### config.mk
export PLATFORM = sky130hd
export DESIGN_NAME = int_ctrl_flat
export DESIGN_NICKNAME = d
export VERILOG_FILES = /design/src/rtl/int_ctrl_if.sv /design/src/rtl/int_ctrl.sv /design/src/flat_wrapper.sv
export SDC_FILE = /design/constraint.sdc
export NUM_CORES = 1
export LEC_CHECK = 0
export ABC_AREA = 1
export BUFFER_PORTS_ARGS = -buffer_cell sky130_fd_sc_hd__buf_2
export CAP_MARGIN = 20
export CORE_MARGIN = 1.5
export CORE_UTILIZATION = 50
export CTS_BUF_LIST = sky130_fd_sc_hd__clkbuf_2
export CTS_CLUSTER_DIAMETER = 200
export DETAILED_ROUTE_END_ITERATION = 10
export GPL_ROUTABILITY_DRIVEN = 1
export PLACE_DENSITY = 0.92
export SYNTH_ARGS = -nofsm -noshare
export SYNTH_HDL_FRONTEND = slang
export SYNTH_SLANG_ARGS = --single-unit
### constraint.sdc
create_clock -name Clock -period 2.85 [get_ports Clock]
set_input_delay 0.4275 -clock Clock [delete_from_list [all_inputs] [get_ports Clock]]
set_output_delay 0.4275 -clock Clock [all_outputs]
set_load 0.01 [all_outputs]
### src/rtl/int_ctrl_if.sv
// Controller-side bus of the interrupt sequencer: request inputs, control strobes,
// PC-slice strobes and debug visibility of the sequencer state.
interface int_ctrl_if;
  logic        Test;
  logic [3:0]  Irq;
  logic [15:0] SysBus;
  logic        MaskWe;
  logic        Ei;
  logic        Di;
  logic        Reti;
  logic        InstrBoundary;

  logic        IntTake;
  logic        LrWe;
  logic        LrSelPc;
  logic        PcWe;
  logic        PcSelInt;
  logic [15:0] PCI_Value;
  logic        IntAck;
  logic [1:0]  IntId;
  logic        InService;

  logic [1:0]  dbgState;
  logic [3:0]  dbgPending;
  logic        dbgIntEn;

  // Handshake: there is no valid/ready pair. IntTake is a stall level that is high
  // for exactly the three sequence cycles; LrWe, PcWe and IntAck are one-cycle strobes
  // issued in that order, and the controller must hold its pipeline while IntTake=1.
  modport master (
    output Test, Irq, SysBus, MaskWe, Ei, Di, Reti, InstrBoundary,
    input  IntTake, LrWe, LrSelPc, PcWe, PcSelInt, PCI_Value, IntAck, IntId, InService,
    input  dbgState, dbgPending, dbgIntEn
  );

  modport slave (
    input  Test, Irq, SysBus, MaskWe, Ei, Di, Reti, InstrBoundary,
    output IntTake, LrWe, LrSelPc, PcWe, PcSelInt, PCI_Value, IntAck, IntId, InService,
    output dbgState, dbgPending, dbgIntEn
  );
endinterface

### src/rtl/int_ctrl.sv
// Four-source prioritised interrupt sequencer: synchronises requests, latches them as
// pending, and runs a fixed SAVE/VECTOR/ACK sequence at an instruction boundary.
module int_ctrl (
  input  logic      Clock,
  input  logic      nReset,
  int_ctrl_if.slave bus
);

  typedef enum logic [1:0] {
    IDLE   = 2'd0,
    SAVE   = 2'd1,
    VECTOR = 2'd2,
    ACK    = 2'd3
  } state_t;

  state_t     state;
  logic [3:0] irqMeta;
  logic [3:0] irqSync;
  logic [3:0] irqPrev;
  logic [3:0] irqRise;
  logic [3:0] pending;
  logic [3:0] intMask;
  logic [3:0] eligible;
  logic [3:0] ackClr;
  logic       intEn;
  logic       inService;
  logic [1:0] intId;
  logic [1:0] winner;
  logic       take;

  logic       intTake;
  logic       lrWe;
  logic       lrSelPc;
  logic       pcWe;
  logic       pcSelInt;
  logic       intAck;

  // Scan select and the upper bus bits have no function in this block.
  logic       unusedBits;
  assign unusedBits = ^{bus.Test, bus.SysBus[15:4]};

  always_ff @(posedge Clock or negedge nReset) begin
    if (!nReset) begin
      irqMeta <= 4'd0;
      irqSync <= 4'd0;
      irqPrev <= 4'd0;
    end else begin
      irqMeta <= bus.Irq;
      irqSync <= irqMeta;
      irqPrev <= irqSync;
    end
  end

  assign irqRise  = irqSync & ~irqPrev;
  assign eligible = pending & intMask;

  always_comb begin
    if (eligible[0])      winner = 2'd0;
    else if (eligible[1]) winner = 2'd1;
    else if (eligible[2]) winner = 2'd2;
    else                  winner = 2'd3;
  end

  assign take = (state == IDLE) && bus.InstrBoundary && intEn && (eligible != 4'd0);

  // Service bookkeeping lands on the VECTOR->ACK edge so it is visible during ACK.
  assign ackClr = (state == VECTOR) ? (4'b0001 << intId) : 4'b0000;

  always_ff @(posedge Clock or negedge nReset) begin
    if (!nReset) begin
      pending   <= 4'd0;
      intMask   <= 4'd0;
      intEn     <= 1'b0;
      inService <= 1'b0;
    end else begin
      pending <= (pending & ~ackClr) | irqRise;
      if (bus.MaskWe)
        intMask <= bus.SysBus[3:0];
      if (bus.Di)
        intEn <= 1'b0;
      else if (state == VECTOR)
        intEn <= 1'b0;
      else if ((state == IDLE) && (bus.Ei || bus.Reti))
        intEn <= 1'b1;
      if (state == VECTOR)
        inService <= 1'b1;
      else if ((state == IDLE) && bus.Reti)
        inService <= 1'b0;
    end
  end

  always_ff @(posedge Clock or negedge nReset) begin
    if (!nReset) begin
      state    <= IDLE;
      intId    <= 2'd0;
      intTake  <= 1'b0;
      lrWe     <= 1'b0;
      lrSelPc  <= 1'b0;
      pcWe     <= 1'b0;
      pcSelInt <= 1'b0;
      intAck   <= 1'b0;
    end else begin
      case (state)
        IDLE: begin
          if (take) begin
            state   <= SAVE;
            intId   <= winner;
            intTake <= 1'b1;
            lrWe    <= 1'b1;
            lrSelPc <= 1'b1;
          end
        end
        SAVE: begin
          state    <= VECTOR;
          lrWe     <= 1'b0;
          lrSelPc  <= 1'b0;
          pcWe     <= 1'b1;
          pcSelInt <= 1'b1;
        end
        VECTOR: begin
          state    <= ACK;
          pcWe     <= 1'b0;
          pcSelInt <= 1'b0;
          intAck   <= 1'b1;
        end
        default: begin
          state   <= IDLE;
          intAck  <= 1'b0;
          intTake <= 1'b0;
        end
      endcase
    end
  end

  assign bus.IntTake    = intTake;
  assign bus.LrWe       = lrWe;
  assign bus.LrSelPc    = lrSelPc;
  assign bus.PcWe       = pcWe;
  assign bus.PcSelInt   = pcSelInt;
  assign bus.IntAck     = intAck;
  assign bus.IntId      = intId;
  assign bus.InService  = inService;
  // intId is frozen for the whole sequence, so the vector is stable SAVE..ACK.
  assign bus.PCI_Value  = 16'h0010 + {12'd0, intId, 2'b00};
  assign bus.dbgState   = state;
  assign bus.dbgPending = pending;
  assign bus.dbgIntEn   = intEn;

endmodule
### src/flat_wrapper.sv
// flat-port wrapper written by rule: the top's interface ports become plain ports
module int_ctrl_flat 
  (Clock, nReset, bus_Test, bus_Irq, bus_SysBus, bus_MaskWe, bus_Ei, bus_Di, bus_Reti, bus_InstrBoundary, bus_IntTake, bus_LrWe, bus_LrSelPc, bus_PcWe, bus_PcSelInt, bus_PCI_Value, bus_IntAck, bus_IntId, bus_InService, bus_dbgState, bus_dbgPending, bus_dbgIntEn);
  int_ctrl_if bus_i ();
  input  logic Clock;
  input  logic nReset;
  input wire logic [$bits(bus_i.Test)-1:0] bus_Test;
  input wire logic [$bits(bus_i.Irq)-1:0] bus_Irq;
  input wire logic [$bits(bus_i.SysBus)-1:0] bus_SysBus;
  input wire logic [$bits(bus_i.MaskWe)-1:0] bus_MaskWe;
  input wire logic [$bits(bus_i.Ei)-1:0] bus_Ei;
  input wire logic [$bits(bus_i.Di)-1:0] bus_Di;
  input wire logic [$bits(bus_i.Reti)-1:0] bus_Reti;
  input wire logic [$bits(bus_i.InstrBoundary)-1:0] bus_InstrBoundary;
  output wire logic [$bits(bus_i.IntTake)-1:0] bus_IntTake;
  output wire logic [$bits(bus_i.LrWe)-1:0] bus_LrWe;
  output wire logic [$bits(bus_i.LrSelPc)-1:0] bus_LrSelPc;
  output wire logic [$bits(bus_i.PcWe)-1:0] bus_PcWe;
  output wire logic [$bits(bus_i.PcSelInt)-1:0] bus_PcSelInt;
  output wire logic [$bits(bus_i.PCI_Value)-1:0] bus_PCI_Value;
  output wire logic [$bits(bus_i.IntAck)-1:0] bus_IntAck;
  output wire logic [$bits(bus_i.IntId)-1:0] bus_IntId;
  output wire logic [$bits(bus_i.InService)-1:0] bus_InService;
  output wire logic [$bits(bus_i.dbgState)-1:0] bus_dbgState;
  output wire logic [$bits(bus_i.dbgPending)-1:0] bus_dbgPending;
  output wire logic [$bits(bus_i.dbgIntEn)-1:0] bus_dbgIntEn;
  assign bus_i.Test = bus_Test;
  assign bus_i.Irq = bus_Irq;
  assign bus_i.SysBus = bus_SysBus;
  assign bus_i.MaskWe = bus_MaskWe;
  assign bus_i.Ei = bus_Ei;
  assign bus_i.Di = bus_Di;
  assign bus_i.Reti = bus_Reti;
  assign bus_i.InstrBoundary = bus_InstrBoundary;
  assign bus_IntTake = bus_i.IntTake;
  assign bus_LrWe = bus_i.LrWe;
  assign bus_LrSelPc = bus_i.LrSelPc;
  assign bus_PcWe = bus_i.PcWe;
  assign bus_PcSelInt = bus_i.PcSelInt;
  assign bus_PCI_Value = bus_i.PCI_Value;
  assign bus_IntAck = bus_i.IntAck;
  assign bus_IntId = bus_i.IntId;
  assign bus_InService = bus_i.InService;
  assign bus_dbgState = bus_i.dbgState;
  assign bus_dbgPending = bus_i.dbgPending;
  assign bus_dbgIntEn = bus_i.dbgIntEn;
  int_ctrl u_core (.Clock(Clock), .nReset(nReset), .bus(bus_i));
endmodule
* Yosys cells after proc, flatten, opt, wreduce, memory -nomap -nowiden *
Index checks and enable logic that the tools add are counted.

word-level totals
  bits in registers = 30
  input port bits = 28
  output and inout port bits = 32
  logic and storage cells = 58

cells by class
  $add $sub $neg = 1
  eq/ne operators = 3
  shift-type cells = 1
  multiplexer cells = 16
  bitwise operators = 7
  reductions and logical operators = 17

operators with widths
  kind                                                  number
  bitwise AND 4 bit                                     3
  inverter 4 bit                                        2
  case mux 1 bit (2 select lines)                       4
  two-way mux 1 bit                                     7
  adder 5 x 4 -> 6 bit (first input constant)           1
  two-way mux 2 bit                                     3
  case mux 2 bit (3 select lines)                       1
  AND reduction 2 bit                                   3
  nonzero test 2 bit                                    3
  logical AND 1 bit                                     5
  two-way mux 4 bit                                     1
  OR 4 bit                                              1
  nonzero test 4 bit                                    1
  OR reduction 2 bit                                    2
  << shifter 1 x 2 -> 4 bit (first input constant)      1
  nonzero test 3 bit                                    1
  equality test 2 x 1 -> 1 bit (second input constant)  1
  equality test 2 bit (second input constant)           1
  logical NOT 2 bit                                     1
  != test 2 x 1 -> 1 bit (second input constant)        1
  logical OR 1 bit                                      1
  inverter 1 bit                                        1

* Depth between registers and ports, before layout *
Gate-level depths: netlist of the first run.

  depth in word-level cells = 6
  gate-level depth with buffers = 9
  gate-level depth less buffers = 9

* Least setup slack after synthesis of the first run *
OpenSTA, ideal clock, no wires.

  kind = register to register
  start point = register u_core.state[0], in the netlist u_core.bus.dbgState[0]
  end point = register u_core.intTake, in the netlist u_core.bus.IntTake
  library setup time = 117 ps
  arrival time = 1271 ps
  required time = 2733 ps
  path slack = 1462 ps
  stages on the path, launching flop included = 10
  path buffers = 0
  clock period less this slack = 1388 ps
  path through = dfrtp_1 > inv_1 > ha_1 > inv_2 > nor2_4 > nand2_2 > nand3_2 > nand2_2 > nand2_1 > nand2_1

on the way
  longest elaborated chain between the ends = 6
  elaborated cells between the ends (all ways) = 11
  those cells by class = 3 x eq/ne; 1 x mux; 1 x bitwise; 6 x reduce/logical

ends and longest elaborated chain
  item                              line                             text
  start, declared                   int_ctrl.sv:16                   state_t state;
  start signal, assigned            int_ctrl.sv:94                   state <= IDLE;
  start signal, assigned            int_ctrl.sv:106                  state <= SAVE;
  start signal, assigned            int_ctrl.sv:114                  state <= VECTOR;
  logical NOT 2 bit                 int_ctrl.sv:64, int_ctrl.sv:103
  logical AND 1 bit (3 in series)   int_ctrl.sv:64                   assign take = (state == IDLE) && bus.InstrBoundary && intEn && (eligible != 4'd0);
  != test 2 x 1 -> 1 bit (no line)  -
  AND reduction 2 bit (no line)     -
  end signal, assigned              int_ctrl.sv:96                   intTake <= 1'b0;
  end signal, assigned              int_ctrl.sv:108                  intTake <= 1'b1;
  end signal, assigned              int_ctrl.sv:129                  intTake <= 1'b0;
  end, declared                     int_ctrl.sv:31                   logic intTake;

Parallel ways exist; a longest one is shown, timed or not.
A chain may end at the register's enable or synchronous reset.

* Worst setup path in the final report of the first run *
Same ends and word-level chain as after synthesis.

==> results of run 1 <==
==> power breakdown <==
group          leakage [nW]  switching [W]  total [W]  internal, W
Combinational         0.382       0.000335   0.000541     0.000206
Sequential            0.347      0.0000803   0.000613     0.000533
Clock                0.0304       0.000134   0.000195    0.0000604
Total                 0.759       0.000550    0.00135     0.000800
==> kinds of logic (layout without fill, tap and decap cells) <==
family	count (synthesis)	in the layout
compound gates	17	17
fa+ha+maj	4	4
buf+inv	30	52
flops	30	30
mux	4	4
other cells	2	14
simple gates	32	32
==> registers in the layout (all words and copies together) (netlist names) <==
register and cells:
u_core.bus.LrWe 1, u_core.bus.IntAck 1, u_core.bus.IntTake 1, u_core.bus.PcWe 1, u_core.irqPrev 4, u_core.bus.IntId 2, u_core.intMask 4, u_core.bus.InService 1
u_core.bus.dbgIntEn 1, u_core.irqSync 4, u_core.irqMeta 4, u_core.bus.dbgState 2, u_core.bus.dbgPending 4
==> worst max path at each step <==
| stage | startpoint | end | slack, ns | cells after the start |
|---|---|---|---|---|
| final | u_core.bus.dbgState[0]$_DFFE_PN0P_ | u_core.bus.IntTake$_DFFE_PN0P_ | 1.28 | 9 |
| after floorplan | u_core.bus.dbgState[0]$_DFFE_PN0P_ | u_core.bus.IntTake$_DFFE_PN0P_ | 1.46 | 9 |
| after global routing | u_core.bus.dbgState[0]$_DFFE_PN0P_ | u_core.bus.IntTake$_DFFE_PN0P_ | 1.17 | 9 |
| after CTS | u_core.bus.dbgState[0]$_DFFE_PN0P_ | u_core.bus.IntTake$_DFFE_PN0P_ | 1.30 | 9 |
| after detailed placement | u_core.bus.dbgState[0]$_DFFE_PN0P_ | u_core.bus.IntTake$_DFFE_PN0P_ | 1.34 | 9 |
| after global placement | u_core.bus.dbgState[0]$_DFFE_PN0P_ | u_core.bus.IntTake$_DFFE_PN0P_ | 1.42 | 9 |
==> layout by cell type (no fill, tap or decap), types with 4 or more instances in the layout <==
cell type	n
o21ai_0	10
inv_1	11
clkbuf_2	6
dfrtp_1	30
nand2_2	4
nor2_1	4
o21ai_1	4
buf_2	32
nand2_1	19
ha_1	4
conb_1	14
mux2_2	4
==> cells in the mapped netlist (all sizes together) <==
| cell | instances | area, um2 |
|---|---|---|
| dfrtp | 30 | 750.7 |
| nand2 | 23 | 96.34 |
| buf | 18 | 135.1 |
| o21ai | 14 | 70.07 |
| inv | 12 | 45.04 |
| nor2 | 5 | 26.27 |
| ha | 4 | 50.05 |
| mux2 | 4 | 45.04 |
| a21oi | 3 | 18.77 |
| nand3 | 3 | 20.02 |
| conb | 2 | 7.510 |
| or2 | 1 | 6.260 |
==> cell type report <==
type | count | share of cell area
inverters | 12 | 0.03177
repair buffers | 32 | 0.1130
flip-flops and latches | 30 | 0.5296
well taps | 30 | 0.02648
clock buffers | 6 | 0.02118
clock inverters | 2 | 0.006178
multi-input cells | 71 | 0.2718
==> worst max-delay path, cell delays in order, from the launching register on <==
cell	delay, ns
dfrtp_1	0.44
inv_1	0.11
ha_1	0.29
inv_2	0.09
nor2_4	0.13
nand2_2	0.09
nand3_2	0.15
nand2_2	0.06
nand2_1	0.06
nand2_1	0.05
==> per-stage QoR <==
| step | cells | total power (W) |
|---|---|---|
| after floorplan | 131 | 0.001000 |
| after global placement | 175 | 0.001126 |
| after detailed placement | 175 | 0.001163 |
| after CTS | 183 | 0.001362 |
| after global routing | 183 | 0.001464 |
| final | 183 | 0.001350 |
==> layer usage <==
metal	track usage	wire (um)	part of all wire	vias to the layer above
met2	0.3045	1097	0.51	36
met1	0.1970	859	0.40	415
met5	0	0	0	-
met3	0.05650	144	0.067	7
li1	-	-	-	408
met4	0.1282	54	0.025	0
==> impl_results.md, run 1 <==
* Tcrit/Tclk final at 0.5512
* Final worst slack at around 1.3 ns
* Core area at roughly 2400 um2
* Height of the chip at between 50 and 60 um
* Worst Max-Slew Pin Slew at 0.6317 ns
* Post-layout minimum cycle time at between 1.5 and 2 ns
* Final hold vios at 0
* Total track usage at 0.1838
* Synth Area in Adders at 0.03937
* Xor/xnor share of the synthesized area at 0
* Final setup vio count at 0
* Final nets at 184
* CTS tree: built
* Via count at 866
* Crit path arrival time at approximately 1.8 ns
* DIE AREA at approximately 2900 um2
* Final Instance Area at 1418 um2
* Clock skew at between 0.009 and 0.01 ns
* Hpwl dp at around 1600 um
* I/O pins at 60
* Fmax at 636.5 MHz
* Routability congestion estimate at 0.7811
* Sequential area share after synthesis at 0.5906
* WP data required at 3.08 ns
* Synth Warn # at 0
* Global route total overflow at 0
* DRC at 0
* Layout filler cell count at 206
* Hold crit path type: in -> async
* Final Routed Wirelength at approximately 2200 um
* Synth Area in Compound Gates at 0.06988
* Initial antenna violation count at 0
* Max-cap violations at 0
* Post-CTS resize count at 0
* Slew Limit Fails at 0
* Number of I/O port buffers at 32
* Register area at between 700 and 800 um2
* ANT nets after route at 0
* Setup TNS at 0 ns
* Die width at 53.42 um
* Worst R2R Setup Slack at 1.28 ns
* Power Dens Cells at around 950 nW/um2
* Worst r2r dst: u_core.bus.IntTake$_DFFE_PN0P_
* Clock Pin Slew Worst Setup and Hold Paths at 0.15 ns
* Area growth, synth to finish at 11.52%
* VDD IR max at 0.0005741 V
* Reg2reg start: u_core.bus.dbgState[0]$_DFFE_PN0P_
* Clk sinks at 30
* CP endpoint kind: register
* WS Path Type: reg -> reg
* Seq cells post-synth at 30
* Post-synthesis average cell area at 10.68 um2
* Mapped Cells at roughly 120
* Clk buf depth at 2
* Simple-gate share of the synthesized area at 0.1171
* Placement Rows at 18
* Placement Setup Slack at 1.341 ns
* Vias in the first global route at approximately 870
* CTS H-tree depth at 2
* Vias per std cell at 4.732
* Static Leak at roughly 0.76 nW
* RSZ-0062 raised after global routing: no
* Placed inst area at around 1400 um2
* Mux cell area share after synthesis at 0.03543
* Largest net degree at the start of global routing at 31
* Main combinational cell family by area after synthesis: buffers and inverters
* Hold Buf Count CTS at 0
* Initial core utilization at 0.5226
* Status: complete, no violations
* Pre-antenna DRT Iters at 4
* Antenna cells at 0
* Post-synthesis cell area at 1271 um2
* Initial detailed-routing violation count at 15
* First-pass GRT wire length at roughly 3500 um
* Final core utilization at 0.5828
* Clk root buf: clkbuf_2
* CTS Buf Count at 5
* Critical path launch point type: register
* Post-synth cell types at 18
* Area occupied by multi-input gates at 385.4 um2
* Hold slack final at 0.08685 ns
* Post-CTS Setup Bufs at 0
* Cell count of the worst reg-to-reg path at 9
* Slew headroom at 0.5789
* Clock latency on the worst-skew pair at approximately 0.34 ns
* Routed length per instance at 11.78 um
* Share of cells above drive strength 1 at 0.3333
* Worst-path maximum fanout at 6
Power figures use the tool's default switching activity.
==> inputs of run 2 (changes only) <==
Settings changed: ABC_AREA 1 to 0, CORE_UTILIZATION 50 to 43, PLACE_DENSITY 0.92 to 0.85.
Clock period 2.85 ns to 1.44 ns, I/O delays scaled along.
==> run 2 against run 1 <==
Net effect:
- critical path depth decreased by 5
- final cell count decreased by 1.1%
- fmax increased by 13%
- via count fell by 0.12%
- largest cell class unchanged
- highest routed layer unchanged
- the flow now finishes with violations (design-rule violations)
==> impl_results.md, run 2 <==
* Status: complete, but fails checks
* Failing checks: design-rule violations
* Top FF cell, synth: dfrtp_1
* Max-cap violations at 0
* Int Pwr at 0.001715 W
* CTS tree: built
* Vias per std cell at 4.779
* Area growth, synth to finish at 19.88%
* Final Instance Area at roughly 1500 um2
* Clk root buf: clkbuf_2
* Global route total overflow at 0
* Initial antenna violation count at 0
* Core area at 2805 um2
* Clock skew at 0.007958 ns
* DIE AREA at 3337 um2
* Worst path cell trace: buf_4, ha_1, nor2_1, mux2_2
* Initial core utilization at 0.4599
* CTS H-tree depth at 2
* Post-layout minimum cycle time at 1.389 ns
* Post-synthesis average cell area at 12.06 um2
* First-pass GRT wire length at about 3500 um
* Final Routed Wirelength at about 2300 um
* Commonest cells post-synth: dfrtp_1 (30), buf_4 (18), o21ai_0 (11)
* Net Sw Frac at 0.3796
* Static Leak at 0.7841 nW
* Clock power frac at 0.135
* Placed inst area at 1424 um2
* Most frequent cells in the layout: buf_2 (32), dfrtp_1 (30), conb_1 (14)
* Top cells by area, synth: dfrtp_1 (58%), buf_4 (10%), mux2_2 (4.4%)
* I/O pins at 60
* Worst Max-Slew Pin Slew at 0.6300 ns
* Routability congestion estimate at 0.7711
* VDD IR max at 0.0008049 V
* Slew headroom at 0.5800
* Hold slack final at between 0.07 and 0.08 ns
* Mapped Cells at 107
* Vias in the first global route at 821
* Final nets at 182
* Critical path launch point type: register
* RSZ-0062 raised after global routing: no
* Seq cells post-synth at 30
* Crit path arrival time at about 1.7 ns
* Share of cells above drive strength 1 at 0.3733
* Number of I/O port buffers at 32
* Die width at 57.77 um
* Final setup vio count at 0
* Total track usage at 0.1500
* Hold crit path type: in -> reg
* Fmax at 720.1 MHz
* Sequential area share after synthesis at 0.5820
* Setup TNS at 0 ns
* Placement Rows at 19
* Clock Pin Slew Worst Setup and Hold Paths at 0.14 ns
* Hpwl dp at 1610 um
* ANT nets after route at 0
* Commonest non-fill, non-tap cell in the layout: buf_2
* WP data required at 1.71 ns
* Post-synthesis cell area at around 1300 um2
* DRC at 10
* Net switching power figure at 0.001049 W
* Power Dens Cells at 1787 nW/um2
* Tcrit/Tclk final at 0.9643
* Worst-path maximum fanout at 4
* Most common cell in the netlist: dfrtp_1
* Routed length per instance at 12.86 um
* Post-synth cell types at 25
* Library cell with the largest summed area after synthesis: dfrtp_1
* Antenna cells at 0
* Sequential share of power at 0.436
* Final hold vios at 0
* Synth Warn # at 0
* Pre-antenna DRT Iters at 7
* Comb pwr share at 0.429
* CTS Buf Count at 5
* Initial detailed-routing violation count at 37
* Clk buf depth at 2
* Post-synth top area share at 0.5820
* Number of enable flip-flop cells after synthesis at 0
* Final core utilization at 0.5513
* Largest net degree at the start of global routing at 31
* Slew Limit Fails at 0
* Clock latency on the worst-skew pair at between 0.3 and 0.4 ns
* Clk sinks at 30
* WS Path Type: reg -> reg
* Crit-path slowest cell: dfrtp_1
* CP endpoint kind: register
* CP max stage delay at 0.43 ns
* Height of the chip at a little under 60 um
* Via count at just under 900
* Ys async rst share at 1.000
==> run 2: cell types whose count changed after synthesis, moves of 2 or more <==
cell	previous run	this run
mux2i_1	0	3
nand2_1	19	3
nand2_2	4	0
nand2b_1	0	2
nand3_1	2	0
nor2_1	4	1
o21a_1	0	2
o21ai_1	4	1
o311ai_1	0	2
==> run 2: kinds of logic (layout without fill, tap and decap cells) <==
logic type / after synthesis / after routing / share of synthesized area
DFF: 30 / 30 / 0.5820
buffers and inverters: 29 / 60 / 0.1377
AOI/OAI and AO/OA: 26 / 26 / 0.1368
muxes: 8 / 8 / 0.06692
and+or+nand+nor: 8 / 8 / 0.03201
adders and majority gates: 4 / 4 / 0.03880
other: 2 / 14 / 0.005822
==> run 2: repair_timing <==
action / CTS / global route
cloned: 0 / 0
resized for setup: 1 / 5
endpoints found under the hold margin: 35 / 0
buffers inserted: 0 / 1
hold buffers: 6 / 0
setup endpoints to repair: 1 / 2
==> run 2: metrics by stage <==
stage	setup WS [ns]	power, W	instances
3_3_place_gp	0.09251	0.002237	167
2_1_floorplan	0.005862	0.001940	119
5_1_grt	0.01804	0.002983	181
4_1_cts	0.01710	0.002707	180
3_5_place_dp	0.02074	0.002298	167
6_report	0.05140	0.002764	181
==> run 2: area by class of cell <==
| class | instances | area [um2] |
|---|---|---|
| Clock inverter | 2 | 10.01 |
| Fill cell | 241 | 1259 |
| Timing Repair Buffer | 43 | 257.7 |
| Clock buffer | 5 | 25.02 |
| Inverter | 10 | 37.54 |
| Tap cell | 31 | 38.79 |
| Multi-Input combinational cell | 60 | 426.7 |
| Sequential cell | 30 | 750.7 |
==> run 2: metal layers <==
metal,up-vias,GRT usage,share of wire
met1,409,0.1561,0.40
met2,37,0.2484,0.51
met4,0,0.06977,0.018
met3,5,0.08036,0.073
li1,414,-,-
met5,-,0,0
==> run 2: power by group through the flow <==
stage	Combinational (W)	Sequential (W)	Clock [W]
after CTS	0.00111	0.00120	0.000398
after global placement	0.00103	0.00120	0
after detailed placement	0.00108	0.00122	0
final	0.00119	0.00120	0.000374
after global routing	0.00131	0.00124	0.000441
after floorplan	0.000653	0.00129	0
==> run 2: worst paths after layout <==
path,endpoint,cells after the start,startpoint,slack [ns]
setup / recovery,u_core.bus.IntAck$_DFFE_PN0N_,4,u_core.bus.dbgState[0]$_DFFE_PN0P_,0.05
hold / removal,u_core.intMask[3]$_DFFE_PN0P_,2,bus_SysBus[3],0.08
setup reg to reg,u_core.bus.IntAck$_DFFE_PN0N_,4,u_core.bus.dbgState[0]$_DFFE_PN0P_,0.05
hold reg to reg,u_core.irqSync[3]$_DFF_PN0_,0,u_core.irqMeta[3]$_DFF_PN0_,0.36
max in group asynchronous,u_core.intMask[2]$_DFFE_PN0P_,2,nReset,0.63
min in group asynchronous,u_core.bus.dbgPending[3]$_DFF_PN0_,2,nReset,0.39
==> run 2: worst max-delay path, delay by kind of cell, from the launching register on <==
family	cells	cell delay [ns]
adder cells (fa/ha/maj)	1	0.22
buffers and inverters	1	0.16
flip-flops	1	0.43
multiplexers	1	0.35
AND/OR/NAND/NOR	1	0.14
==> inputs of run 3 (changes only) <==
Settings changed: CTS_BUF_LIST sky130_fd_sc_hd__clkbuf_2 to sky130_fd_sc_hd__clkbuf_4 sky130_fd_sc_hd__clkbuf_8, REMOVE_ABC_BUFFERS from default to 1.
==> run 3 against run 2 <==
Net effect:
- the flow still finishes with violations (design-rule violations)
- sequential power about the same
- sequential share of layout area down 0.70 points
- via count up 1.5%
- critical path type unchanged
- critical endpoint is now u_core.bus.IntId[0]$_DFFE_PN0P_
==> impl_results.md, run 3 (synthesis results as in run 2) <==
* Status: complete, but fails checks
* CTS Buf Count at 5
* Pre-antenna DRT Iters at 7
* Clock latency on the worst-skew pair at ~0.32 ns
* Vias per std cell at 4.878
* Worst r2r dst: u_core.bus.IntId[0]$_DFFE_PN0P_
* First-pass GRT wire length at approximately 3800 um
* Worst min-delay path endpoint: u_core.bus.dbgIntEn$_DFFE_PN0P_
* DP Cell Count at 167
* Worst-path maximum fanout at 7
* CP endpoint kind: register
* Clk sinks at 30
* Fmax at about 730 MHz
* VDD IR max at 0.0006706 V
* Slew Limit Fails at 0
* Critical path launch point type: register
* Number of I/O port buffers at 32
* Final core utilization at 0.5593
* RSZ-0062 raised after global routing: no
* Worst path cell trace: inv_2, ha_4, and3_1, o21a_1, mux2i_1
* Height of the chip at 57.77 um
* Post-CTS Setup Bufs at 0
* Static Leak at 0.7852 nW
* Top Family by Delay on Critical Path: flip-flops
* Worst Max-Slew Pin Slew at 0.6367 ns
* I/O pins at 60
* Final hold vios at 0
* Setup TNS at 0 ns
* Placement Rows at 19
* WP buf/inv at 1
* Total track usage at 0.1567
* Initial antenna violation count at 0
* CTS tree: built
* Final setup vio count at 0
* Area growth, synth to finish at 21.63%
* Clock skew at 0.003243 ns
* Final nets at 180
* Hpwl dp at 1769 um
* ANT nets after route at 0
* Vias in the first global route at 850
* DRC at 10
* Clk buf depth at 2
* Routed length per instance at 13.09 um
* Die width at 57.77 um
* Worst R2R Setup Slack at 0.07 ns
* Hold crit path type: in -> reg
* Cell count of the worst reg-to-reg path at 5
* Crit path arrival time at 1.61 ns
* WS Path Type: reg -> reg
* Max-cap violations at 0
* CP max stage delay at between 0.4 and 0.5 ns
* Hold path start: bus_Di
* Largest net degree at the start of global routing at 31
* Tcrit/Tclk final at 0.9499
* Initial detailed-routing violation count at 26
* Final Routed Wirelength at 2356 um
* Via count at 878
* Post-layout minimum cycle time at around 1.4 ns
* Crit-path slowest cell: dfrtp_1
* Share of cells above drive strength 1 at 0.3893
* DIE AREA at 3337 um2
* Routability congestion estimate at 0.8219
* Non-Filler Instances at 180
* Failing checks: design-rule violations
* Clock Pin Slew Worst Setup and Hold Paths at 0.09 ns
* Initial core utilization at 0.4599
* Hold path depth at 2
* Core area at 2805 um2
* CTS H-tree depth at 2
* Antenna cells at 0
* Reg2reg start: u_core.bus.dbgState[1]$_DFFE_PN0P_
* Slew headroom at 0.5756
* Power Dens Cells at 1874 nW/um2
* Clk root buf: clkbuf_4
* WP data required at 1.68 ns
* Global route total overflow at 0
* Commonest non-fill, non-tap cell in the layout: buf_2
* Most frequent cells in the layout: buf_2 (32), dfrtp_1 (30), conb_1 (14)
==> run 3: per-stage QoR <==
step           setup slack, ns  instance area (um2)  hold WS [ns]  power (W)
3_3_place_gp           0.04883                 1424        0.2567   0.002240
2_1_floorplan        -0.006188                 1195      -0.07959   0.001834
4_1_cts                0.01621                 1550       0.02699   0.002902
3_5_place_dp          -0.06396                 1424        0.2733   0.002316
6_report               0.07210                 1569       0.03260   0.002941
5_1_grt                0.02591                 1569       0.02507   0.003129
==> run 3: worst max path at each step <==
stage / startpoint / endpoint / slack (ns) / cells after the start
after floorplan: u_core.bus.dbgState[0]$_DFFE_PN0P_ / u_core.bus.IntId[0]$_DFFE_PN0P_ / -0.006 / 5
after global placement: u_core.bus.dbgState[1]$_DFFE_PN0P_ / u_core.bus.IntId[0]$_DFFE_PN0P_ / 0.05 / 5
after detailed placement: u_core.bus.dbgState[0]$_DFFE_PN0P_ / u_core.bus.dbgState[0]$_DFFE_PN0P_ / -0.06 / 6
after CTS: u_core.bus.dbgState[0]$_DFFE_PN0P_ / u_core.bus.dbgState[0]$_DFFE_PN0P_ / 0.02 / 6
after global routing: u_core.bus.dbgState[0]$_DFFE_PN0P_ / u_core.bus.dbgState[0]$_DFFE_PN0P_ / 0.03 / 6
final: u_core.bus.dbgState[1]$_DFFE_PN0P_ / u_core.bus.IntId[0]$_DFFE_PN0P_ / 0.07 / 5
==> run 3: layout make-up <==
class / instances / area (um2)
clock buffer: 6 / 51.30
clock inverter: 2 / 12.51
fill: 250 / 1236
inverter: 10 / 37.54
multi-input combinational: 60 / 437.9
sequential: 30 / 750.7
tap: 31 / 38.79
timing repair buffer: 41 / 240.2
==> run 3: what timing repair did <==
item	in CTS	in global routing
hold endpoints to repair	34	0
resized for setup	2	6
pin swaps	0	0
endpoints found under the setup margin	4	5
hold buffers	5	0
==> run 3: power breakdown <==
group	switching [W]	leakage [nW]	internal [W]	total [W]
clock	0.000282	0.0343	0.000234	0.000516
sequential	0.000169	0.348	0.00104	0.00121
combinational	0.000638	0.403	0.000573	0.00121
==> run 3: metal layers <==
| layer | global-route usage | wire (um) | up-vias |
|---|---|---|---|
| met2 | 0.2744 | 1245 | 44 |
| li1 | - | - | 409 |
| met1 | 0.1652 | 870 | 414 |
| met5 | 0 | 0 | - |
| met3 | 0.05580 | 157 | 11 |
| met4 | 0.07973 | 82 | 0 |
